[src/rtl/cdc_pkg.sv]
// cdc_pkg: shared types and helpers for the Gray-count receiver.
// Holds the receiver state enum and the default MAX_DELTA computation.
package cdc_pkg;

  // Receiver sequencing states.
  typedef enum logic [1:0] {
    FILL  = 2'd0,
    PRIME = 2'd1,
    IDLE  = 2'd2,
    RUN   = 2'd3
  } state_e;

  // Largest unambiguous increment for a Gray counter of the given width:
  // half the code space minus one.
  function automatic int default_max_delta(input int gray_bits);
    return (32'sd1 <<< (gray_bits - 32'sd1)) - 32'sd1;
  endfunction

endpackage

[src/rtl/cdc_gray_count_rx_gray_to_bin.sv]
// gray_to_bin: purely combinational Gray-to-binary decoder.
// Each binary bit is the XOR reduction of the Gray bits at and above it.
module gray_to_bin #(
  parameter int unsigned W = 32'd4
) (
  input  logic [W-1:0] i_gray,
  output logic [W-1:0] o_bin
);

  for (genvar i = 0; i < W; i++) begin : g_bit
    assign o_bin[i] = ^i_gray[W-1:i];
  end

endmodule

[src/rtl/cdc_gray_count_rx.sv]
// cdc_gray_count_rx: destination-domain consumer of a synchronised Gray
// counter. Decodes the count, derives the per-cycle increment and
// accumulates it into a wide timestamp; oversized increments raise a
// sticky overrun flag.
// Optional feature: define CDC_GRAY_COUNT_RX_OVERRUN_CNT_EN to add the
// saturating 16-bit overrun_count output.
module cdc_gray_count_rx
  import cdc_pkg::*;
#(
  parameter int unsigned GRAY_BITS = 32'd4,
  parameter int unsigned TS_WIDTH  = 32'd64,
  parameter int          MAX_DELTA = default_max_delta(GRAY_BITS)
) (
  input  logic                 clk_out,
  input  logic                 reset,
  input  logic [GRAY_BITS-1:0] gray_in,
  input  logic                 enable,
  input  logic                 load,
  input  logic [TS_WIDTH-1:0]  ts_load,
  input  logic                 overrun_clr,
  output logic [TS_WIDTH-1:0]  ts_out,
  output logic                 ts_valid,
  output logic [GRAY_BITS-1:0] delta_out,
`ifdef CDC_GRAY_COUNT_RX_OVERRUN_CNT_EN
  output logic [15:0]          overrun_count,
`endif
  output logic                 overrun
);

  localparam logic [GRAY_BITS-1:0] LP_MAX_DELTA = GRAY_BITS'(MAX_DELTA);

  state_e                r_state;
  state_e                w_state_nxt;
  logic [GRAY_BITS-1:0]  w_bin_dec;
  logic [GRAY_BITS-1:0]  r_bin;
  logic [GRAY_BITS-1:0]  r_bin_prev;
  logic [GRAY_BITS-1:0]  w_bin_prev_nxt;
  logic [GRAY_BITS-1:0]  w_delta;
  logic [TS_WIDTH-1:0]   r_ts;
  logic [TS_WIDTH-1:0]   w_ts_nxt;
  logic                  r_valid;
  logic                  w_valid_nxt;
  logic [GRAY_BITS-1:0]  r_delta_out;
  logic [GRAY_BITS-1:0]  w_delta_out_nxt;
  logic                  r_ovr;
  logic                  w_ovr_nxt;
  logic                  w_ovr_set;

  gray_to_bin #(
    .W (GRAY_BITS)
  ) u_gray_to_bin (
    .i_gray (gray_in),
    .o_bin  (w_bin_dec)
  );

  // Modular difference between the newest sample and the previous one.
  assign w_delta = r_bin - r_bin_prev;

  // State register: FILL after reset, then follows the next-state logic.
  always_ff @(posedge clk_out or posedge reset) begin
    if (reset) begin
      r_state <= FILL;
    end else begin
      r_state <= w_state_nxt;
    end
  end

  // Next-state logic: after FILL/PRIME the state tracks enable directly.
  always_comb begin
    w_state_nxt = r_state;
    case (r_state)
      FILL:    w_state_nxt = PRIME;
      PRIME:   w_state_nxt = enable ? RUN : IDLE;
      IDLE:    w_state_nxt = enable ? RUN : IDLE;
      RUN:     w_state_nxt = enable ? RUN : IDLE;
      default: w_state_nxt = FILL;
    endcase
  end

  // Output/datapath logic: accumulate in RUN, load overrides accumulation.
  always_comb begin
    w_ts_nxt        = r_ts;
    w_valid_nxt     = 1'b0;
    w_delta_out_nxt = '0;
    w_ovr_set       = 1'b0;
    w_bin_prev_nxt  = r_bin_prev;
    case (r_state)
      FILL: begin
        w_bin_prev_nxt = r_bin_prev;
      end
      PRIME, IDLE: begin
        // Re-basing here is what keeps re-enable free of jumps.
        w_bin_prev_nxt = r_bin;
      end
      RUN: begin
        w_bin_prev_nxt = r_bin;
        if (w_delta == '0) begin
          w_delta_out_nxt = '0;
        end else if (w_delta <= LP_MAX_DELTA) begin
          w_ts_nxt        = r_ts + {{(TS_WIDTH-GRAY_BITS){1'b0}}, w_delta};
          w_valid_nxt     = 1'b1;
          w_delta_out_nxt = w_delta;
        end else begin
          w_ovr_set       = 1'b1;
          w_delta_out_nxt = w_delta;
        end
      end
      default: begin
        w_bin_prev_nxt = r_bin_prev;
      end
    endcase
    // A load discards this cycle's delta entirely; bin_prev still advances.
    if (load && (r_state != FILL)) begin
      w_ts_nxt        = ts_load;
      w_valid_nxt     = 1'b0;
      w_delta_out_nxt = '0;
      w_ovr_set       = 1'b0;
    end else begin
      w_ts_nxt = w_ts_nxt;
    end
    // Sticky overrun: a new event wins over a clear in the same cycle.
    if (w_ovr_set) begin
      w_ovr_nxt = 1'b1;
    end else if (overrun_clr) begin
      w_ovr_nxt = 1'b0;
    end else begin
      w_ovr_nxt = r_ovr;
    end
  end

  // Datapath registers: decoded sample, previous sample and all outputs.
  always_ff @(posedge clk_out or posedge reset) begin
    if (reset) begin
      r_bin       <= '0;
      r_bin_prev  <= '0;
      r_ts        <= '0;
      r_valid     <= 1'b0;
      r_delta_out <= '0;
      r_ovr       <= 1'b0;
    end else begin
      r_bin       <= w_bin_dec;
      r_bin_prev  <= w_bin_prev_nxt;
      r_ts        <= w_ts_nxt;
      r_valid     <= w_valid_nxt;
      r_delta_out <= w_delta_out_nxt;
      r_ovr       <= w_ovr_nxt;
    end
  end

  assign ts_out    = r_ts;
  assign ts_valid  = r_valid;
  assign delta_out = r_delta_out;
  assign overrun   = r_ovr;

`ifdef CDC_GRAY_COUNT_RX_OVERRUN_CNT_EN
  logic [15:0] r_ovr_cnt;
  logic [15:0] w_ovr_cnt_nxt;

  // Overrun counter next value: saturating increment, increment beats clear.
  always_comb begin
    if (w_ovr_set) begin
      if (overrun_clr) begin
        w_ovr_cnt_nxt = 16'd1;
      end else if (r_ovr_cnt == 16'hFFFF) begin
        w_ovr_cnt_nxt = r_ovr_cnt;
      end else begin
        w_ovr_cnt_nxt = r_ovr_cnt + 16'd1;
      end
    end else if (overrun_clr) begin
      w_ovr_cnt_nxt = 16'd0;
    end else begin
      w_ovr_cnt_nxt = r_ovr_cnt;
    end
  end

  // Overrun counter register.
  always_ff @(posedge clk_out or posedge reset) begin
    if (reset) begin
      r_ovr_cnt <= 16'd0;
    end else begin
      r_ovr_cnt <= w_ovr_cnt_nxt;
    end
  end

  assign overrun_count = r_ovr_cnt;
`endif

endmodule

[config.mk]
export PLATFORM = sky130hd
export DESIGN_NAME = cdc_gray_count_rx
export DESIGN_NICKNAME = d
export VERILOG_FILES = /design/src/rtl/cdc_pkg.sv /design/src/rtl/cdc_gray_count_rx_gray_to_bin.sv /design/src/rtl/cdc_gray_count_rx.sv
export SDC_FILE = /design/constraint.sdc
export NUM_CORES = 1
export LEC_CHECK = 0
export CAP_MARGIN = 20
export CORE_UTILIZATION = 40
export CTS_CLUSTER_DIAMETER = 100
export DETAILED_ROUTE_END_ITERATION = 6
export PLACE_DENSITY = 0.79
export SYNTH_ARGS = -nofsm -noshare
export SYNTH_HDL_FRONTEND = slang
export SYNTH_HIERARCHICAL = 1
export SYNTH_SLANG_ARGS = --single-unit
[constraint.sdc]
create_clock -name clk_out -period 6.2 [get_ports clk_out]
set_input_delay 1.24 -clock clk_out [delete_from_list [all_inputs] [get_ports clk_out]]
set_output_delay 1.24 -clock clk_out [all_outputs]
set_load 0.01 [all_outputs]
Yosys cells after proc, flatten, opt, wreduce, memory -nomap -nowiden:

Cells that the tools add are included.

* register bits after elaboration: 80
* input bits: 73
* output and inout port bits: 70
* word-level logic and storage cells: 46

* $add $sub $neg: 2
* order comparisons: 1
* eq/ne operators: 4
* mux-type cells: 20
* reduce and logical (&&, ||, !) cells: 12

Operators with widths (count)
* 64-bit two-way mux: 4
* 64-bit by 4-bit adder with 64-bit output: 1
* 4-bit two-way mux: 4
* 1-bit two-way mux: 11
* 2-bit nonzero test: 4
* 2-bit equality test, second input constant: 2
* 4-bit by 3-bit less-or-equal comparator with 1-bit output, second input constant: 1
* 4-bit logical NOT: 1
* 2-bit case mux with 2 select lines: 1
* 4-bit parity: 1
* 4-bit subtractor: 1
* 3-bit AND reduction: 1
* 3-bit OR reduction: 1
* 3-bit parity: 1
* 2-bit by 1-bit equality test with 1-bit output, second input constant: 1
* 2-bit logical NOT: 1
* 2-bit by 1-bit inequality test with 1-bit output, second input constant: 1
* 2-bit parity: 1
* 1-bit logical AND: 1

Longest topological paths before layout:

Gate-level depths: netlist of run 1.

* word-level depth: 7
* depth in mapped cells: 14

Hierarchy:

Netlist of run 1, hierarchy kept.

Modules (own cells, without submodules)
* cdc_gray_count_rx: times used 1, cells each 533, area each 4643.2 um^2, sequential area each 2001.9 um^2
* gray_to_bin: times used 1, cells each 5, area each 50.0 um^2, sequential area each 0.0 um^2

Worst setup path before layout of run 1:

Ideal clock, no wire load.

* path type: flip-flop to flip-flop
* from: reg r_bin[0]
* to: reg r_ts[61] (netlist: ts_out[61])
* library setup time: 0.082 ns
* arrival: 3.291 ns
* data required time: 6.118 ns
* slack: 2.827 ns
* stages on the path, launching flop included: 15
* path buffers: 1
* period minus slack after synthesis: 3.373 ns
* cell sequence: dfrtp_1 > inv_1 > ha_1 > inv_1 > fa_1 > xnor2_1 > inv_1 > ha_1 > nand3_1 > o22ai_1 > nand3_1 > or4_1 > buf_2 > or4_1 > a31oi_1

* longest elaborated chain between the ends: 6
* elaborated cells on any way between the ends: 11

Ends and longest elaborated chain
* from (decl): line cdc_gray_count_rx.sv:35 `logic [GRAY_BITS-1:0] r_bin;`
* from (signal assigned): line cdc_gray_count_rx.sv:141 `r_bin <= w_bin_dec;`
* 4-bit subtractor *: line cdc_gray_count_rx.sv:57 `assign w_delta = r_bin - r_bin_prev;`
* 64-bit by 4-bit adder with 64-bit output: line cdc_gray_count_rx.sv:100 `w_ts_nxt = r_ts + {{(TS_WIDTH-GRAY_BITS){1'b0}}, w_delta};`
* 64-bit two-way mux: line cdc_gray_count_rx.sv:99 `end else if (w_delta <= LP_MAX_DELTA) begin`
* 64-bit two-way mux: line cdc_gray_count_rx.sv:97 `if (w_delta == '0) begin`
* 64-bit two-way mux: line cdc_gray_count_rx.sv:87 `case (r_state)`
* 64-bit two-way mux: line cdc_gray_count_rx.sv:113 `if (load && (r_state != FILL)) begin`
* to (signal assigned): line cdc_gray_count_rx.sv:143 `r_ts <= w_ts_nxt;`
* to (decl): line cdc_gray_count_rx.sv:39 `logic [TS_WIDTH-1:0] r_ts;`

Mark *: on every way between the ends. The rest lies on a longest branch, timed or not. The select of a mux whose other input is x is not followed.
A chain may end at the register's enable or synchronous reset.

Worst setup path in the final report of run 1:

* from: reg r_bin[2]
* to: reg r_ts[61] (netlist: ts_out[61])

The elaborated chain is that of the path after synthesis.

==> impl_metrics.env, run 1 <==
export IMPL_cts_root_buf="clkbuf_16"
export IMPL_seq_area_frac_synth=0.427
export IMPL_route_met2_wl_um=6640
export IMPL_synth_top_area_frac=0.427
export IMPL_antenna_found_initial=0
export IMPL_synth_common_cells="dfrtp_1, nand2_1, nor2_1"
export IMPL_regArea_um2=2000
export IMPL_syn_to_final_growth_pct=38.5
export IMPL_final_cells=816
export IMPL_grt_max_degree=81
export IMPL_clk_pin_slew_ns=0.06
export IMPL_viasPerCell=5.54
export IMPL_dieArea_um2=12200
export IMPL_arrival_ns=4.56
export IMPL_critPathSlowestCell="or4_1"
export IMPL_drtPass1Iterations=7
export IMPL_async_flop_share=1.00
export IMPL_skew_ns=0.00715
export IMPL_worst_path_max_fanout=18
export IMPL_synth_area_top_cells="dfrtp_1, xnor2_1, nand2_1"
export IMPL_synth_edff_count=0
export IMPL_synth_area_um2=4690
export IMPL_cts_path_max_buffers=2
export IMPL_slew_viol_final=0
export IMPL_drt_iter0_drc=248
export IMPL_cp_cell_sequence="ha_1 -> a21oi_1 -> and3_1 -> nor2_1 -> ha_1 -> nand3_1 -> o22ai_1 -> nand3_1 -> or4_1 -> or4_1 -> a31oi_1"
export IMPL_irDropWorstVdd_mv=0.153
export IMPL_ys_flop_type="dfrtp_1"
export IMPL_fin_setup_tns_ns=0
export IMPL_finalHoldViolCount=0
export IMPL_p_leak_nw=2.44
export IMPL_cts_resized=0
export IMPL_grt_usage=0.226
export IMPL_cts_buffers=9
export IMPL_multiInputGateArea_um2=2480
export IMPL_avgSynthCellArea_um2=8.72
export IMPL_hold_buffers=0
export IMPL_drv_cap=0
export IMPL_clock_sinks=80
export IMPL_initial_utilization=0.411
export IMPL_dieHeight_um=110
export IMPL_critical_path_class="flip-flop to flip-flop"
export IMPL_routed_wl_um=13300
export IMPL_yosysMostFrequentCell="dfrtp_1"
export IMPL_drc=0
export IMPL_grt_pass1_wl_um=21100
export IMPL_maxSlewHeadroom=0.348
export IMPL_hp_class="flip-flop to flip-flop"
export IMPL_syn_inst=538
export IMPL_antenna_left=0
export IMPL_ys_warn_count=6
export IMPL_grt_overflow_total=0
export IMPL_die_w_um=110
export IMPL_vias=4524
export IMPL_rows=39
export IMPL_post_drt_wl_per_cell_um=16.3
export IMPL_cts_setup_buffers=0
export IMPL_setup_violations_final=0
export IMPL_cts_tree="built"
export IMPL_required_ns=6.46
export IMPL_synth_nets=620
export IMPL_nets=750
export IMPL_period_needed_ns=4.29
export IMPL_gp_congestion=0.834
export IMPL_ys_seq_elements=80
export IMPL_n_antenna_cell=0
export IMPL_dp_hpwl_um=9410
export IMPL_slowest_delay_ns=0.87
export IMPL_routed_wl_met3_um=875
export IMPL_synth_cell_type_count=55
export IMPL_wl_met1_um=5610
export IMPL_port_buffers=142
export IMPL_rsz0062_at_grt="no"
export IMPL_yosysTopAreaCell="dfrtp_1"
export IMPL_max_freq_mhz=233
export IMPL_worstMarginPinSlew_ns=0.973
export IMPL_ioPinCount=143
export IMPL_drive_gt1_frac=0.0594
export IMPL_power_density_nw_per_um2=250
export IMPL_design_core_area_um2=11400
export IMPL_period_share=0.692
export IMPL_outcome="finished clean"
export IMPL_fillers=1011
export IMPL_grt_pass1_vias=4427
export IMPL_highest_layer="met4"
export IMPL_dp_cells=799
export IMPL_critPathLaunchType="flip-flop"
export IMPL_cts_max_level=3
export IMPL_insertion_delay_ns=0.34
export IMPL_cp_end_kind="flip-flop"
[critical path: cells and delay by family, from the launching register on]
kind / cells / cell delay [ns]
compound gates: 3 / 0.66
fa+ha+maj: 2 / 0.74
flops: 1 / 0.39
simple gates: 6 / 2.42
[state kept, by name, indices dropped and copies added, names as in the netlist]
signal,count
ts_out,64
ts_valid,1
delta_out,4
r_bin_prev,4
r_state,2
r_bin,4
overrun,1
[worst paths after layout]
path | from | endpoint | slack (ns) | depth (start not counted)
max | r_bin[2] | ts_out[61] | 1.91 | 11
min | r_bin_prev[0] | r_bin_prev[0] | 0.49 | 2
max reg2reg | r_bin[2] | ts_out[61] | 1.91 | 11
min reg2reg | r_bin_prev[0] | r_bin_prev[0] | 0.49 | 2
max in group asynchronous | reset | ts_out[30] | 4.28 | 4
min in group asynchronous | reset | ts_valid | 1.32 | 3
[cells in the final DEF, fill, tap and decap left out, types with 8 or more instances in the layout]
cell | Yosys | routed
a21oi_1 | 24 | 24
a31oi_1 | 8 | 8
clkbuf_16 | 0 | 9
clkdlybuf4s50_1 | 0 | 142
dfrtp_1 | 80 | 80
inv_1 | 21 | 20
nand2_1 | 73 | 73
nand3_1 | 24 | 24
nand4_1 | 17 | 17
nor2_1 | 52 | 52
nor3_1 | 15 | 15
nor4_1 | 29 | 29
o21ai_0 | 41 | 40
xnor2_1 | 49 | 49
[layout make-up]
cell class / instances / area share
multi-input cells: 408 / 0.382
flip-flops and latches: 80 / 0.308
repair buffers: 148 / 0.229
clock buffers: 13 / 0.0385
well taps: 143 / 0.0275
inverters: 21 / 0.0123
clock inverters: 3 / 0.00269
[power breakdown]
part	switching [mW]	total, mW	internal [mW]
clock	0.212	0.493	0.281
sequential	0.0745	0.654	0.580
combinational	0.233	0.475	0.242
[stage by stage]
stage                util  hold WS (ns)  power (mW)  worst slack [ns]  area (um^2)
floorplan               -         0.454       0.911              2.83         4690
global placement    0.543         0.468        1.11              2.17         6200
detailed placement  0.543         0.476        1.13              1.94         6200
CTS                 0.567         0.489        1.63              1.96         6470
global route        0.569         0.519        1.71              1.63         6500
finish              0.569         0.487        1.62              1.91         6500
[kinds of logic (layout without fill, tap and decap cells)]
| kind of cell | after synthesis | in the layout | share of synthesized area |
|---|---|---|---|
| AND/OR/NAND/NOR | 247 | 247 | 0.270 |
| AO/OA/AOI/OAI | 94 | 94 | 0.118 |
| flip-flops | 80 | 80 | 0.427 |
| XOR/XNOR | 55 | 55 | 0.104 |
| buffers and inverters | 50 | 185 | 0.0480 |
| adder cells (fa/ha/maj) | 9 | 9 | 0.0272 |
| multiplexers | 3 | 3 | 0.00666 |
[layer usage]
layer  vias up  track usage
li1       2152            -
met1      2172        0.280
met2       182        0.390
met3        18       0.0500
met4         0       0.0686
met5         -            0
No activity file was read; power rests on OpenSTA's default activity.
==> run 2, diff against run 1 <==
Clock period 6.2 ns to 4.25 ns, I/O delays scaled along.
==> impl_metrics.env, run 2 (synthesis gave the netlist of run 1 again) <==
export IMPL_grt_usage=0.228
export IMPL_initial_utilization=0.411
export IMPL_slew_viol_final=0
export IMPL_critical_path_class="flip-flop to flip-flop"
export IMPL_clock_sinks=80
export IMPL_arrival_ns=4.08
export IMPL_dieHeight_um=110
export IMPL_fillers=1021
export IMPL_maxSlewHeadroom=0.374
export IMPL_fin_setup_tns_ns=0
export IMPL_cts_resized=0
export IMPL_hp_class="flip-flop to flip-flop"
export IMPL_viasPerCell=5.50
export IMPL_final_core_util=0.578
export IMPL_required_ns=4.50
export IMPL_drive_gt1_frac=0.0680
export IMPL_antenna_left=0
export IMPL_drv_cap=0
export IMPL_syn_to_final_growth_pct=40.7
export IMPL_n_antenna_cell=0
export IMPL_port_buffers=142
export IMPL_grt_max_degree=45
export IMPL_finalHoldViolCount=0
export IMPL_p_leak_nw=2.48
export IMPL_rsz0062_at_grt="no"
export IMPL_die_w_um=110
export IMPL_layout_commonest_cell="clkdlybuf4s50_1"
export IMPL_grt_overflow_total=0
export IMPL_cts_root_buf="clkbuf_16"
export IMPL_cts_max_level=3
export IMPL_routed_wl_um=13100
export IMPL_period_needed_ns=3.83
export IMPL_grt_pass1_vias=4389
export IMPL_clk_pin_slew_ns=0.06
export IMPL_vias=4502
export IMPL_antenna_found_initial=0
export IMPL_dieArea_um2=12200
export IMPL_max_freq_mhz=261
export IMPL_outcome="finished clean"
export IMPL_cts_path_max_buffers=2
export IMPL_hold_buffers=0
export IMPL_skew_ns=0.00574
export IMPL_drt_iter0_drc=205
export IMPL_layout_common_cells="clkdlybuf4s50_1, dfrtp_1, nand2_1"
export IMPL_nets=753
export IMPL_power_density_nw_per_um2=393
export IMPL_post_drt_wl_per_cell_um=16.0
export IMPL_irDropWorstVdd_mv=0.226
export IMPL_drtPass1Iterations=5
export IMPL_ioPinCount=143
export IMPL_setup_violations_final=0
export IMPL_largest_reg_flops=64
export IMPL_worstMarginPinSlew_ns=0.935
export IMPL_grt_pass1_wl_um=21300
export IMPL_cts_setup_buffers=0
export IMPL_cts_tree="built"
export IMPL_worst_path_max_fanout=11
export IMPL_cp_end_kind="flip-flop"
export IMPL_insertion_delay_ns=0.33
export IMPL_critPathLaunchType="flip-flop"
export IMPL_cts_buffers=9
export IMPL_drc=0
export IMPL_dp_hpwl_um=9670
export IMPL_gp_congestion=0.850
export IMPL_rows=39
export IMPL_design_core_area_um2=11400
export IMPL_period_share=0.901
run 2: path summary, 6_finish.rpt:
check                              start    endpoint  slack, ns  cells after the start
worst max-delay path            r_bin[2]  ts_out[61]       0.42                     12
worst min-delay path             overrun     overrun       0.49                      1
worst max register to register  r_bin[2]  ts_out[61]       0.42                     12
worst min register to register   overrun     overrun       0.49                      1
max in group asynchronous          reset   ts_out[0]       2.31                      3
min in group asynchronous          reset    ts_valid       0.94                      2
run 2: area by class of cell:
cell class	count	area, um^2	area share
clock buffers	9	225	0.0341
clock inverters	7	144	0.0218
inverters	21	80.1	0.0121
multi-input cells	408	2480	0.376
flip-flops and latches	80	2000	0.303
well taps	143	179	0.0271
repair buffers	151	1490	0.225
run 2: per-stage QoR:
step | hold WS, ns | power (mW) | worst slack [ns] | cells | cell area [um^2]
floorplan | 0.454 | 1.33 | 0.877 | 538 | 4690
global placement | 0.469 | 1.62 | 0.611 | 803 | 6230
detailed placement | 0.472 | 1.65 | 0.450 | 803 | 6230
CTS | 0.491 | 2.61 | 0.413 | 819 | 6600
global route | 0.510 | 2.73 | 0.183 | 819 | 6600
finish | 0.487 | 2.59 | 0.422 | 819 | 6600
run 2: worst max-delay path, stage by stage, from the launching register on:
cell and delay (ns):
dfrtp_1 0.39, ha_1 0.35, a21oi_1 0.24, and3_1 0.32, nor2_1 0.09, ha_1 0.38, nand3_1 0.10, o22ai_1 0.19
nand3_1 0.16, buf_4 0.21, or4_1 0.66, or4_1 0.44, a31oi_1 0.20
run 2: where the power goes:
part / switching [mW] / internal (mW) / total (mW)
sequential: 0.107 / 0.846 / 0.953
clock: 0.321 / 0.634 / 0.955
combinational: 0.331 / 0.354 / 0.685
total: 0.760 / 1.83 / 2.59
run 2: metal layers:
layer,global-route usage,vias up,part of all wire
met4,0.0564,0,0.013
met1,0.284,2149,0.42
met3,0.0523,16,0.067
li1,-,2162,-
met5,0,-,0
met2,0.397,175,0.50
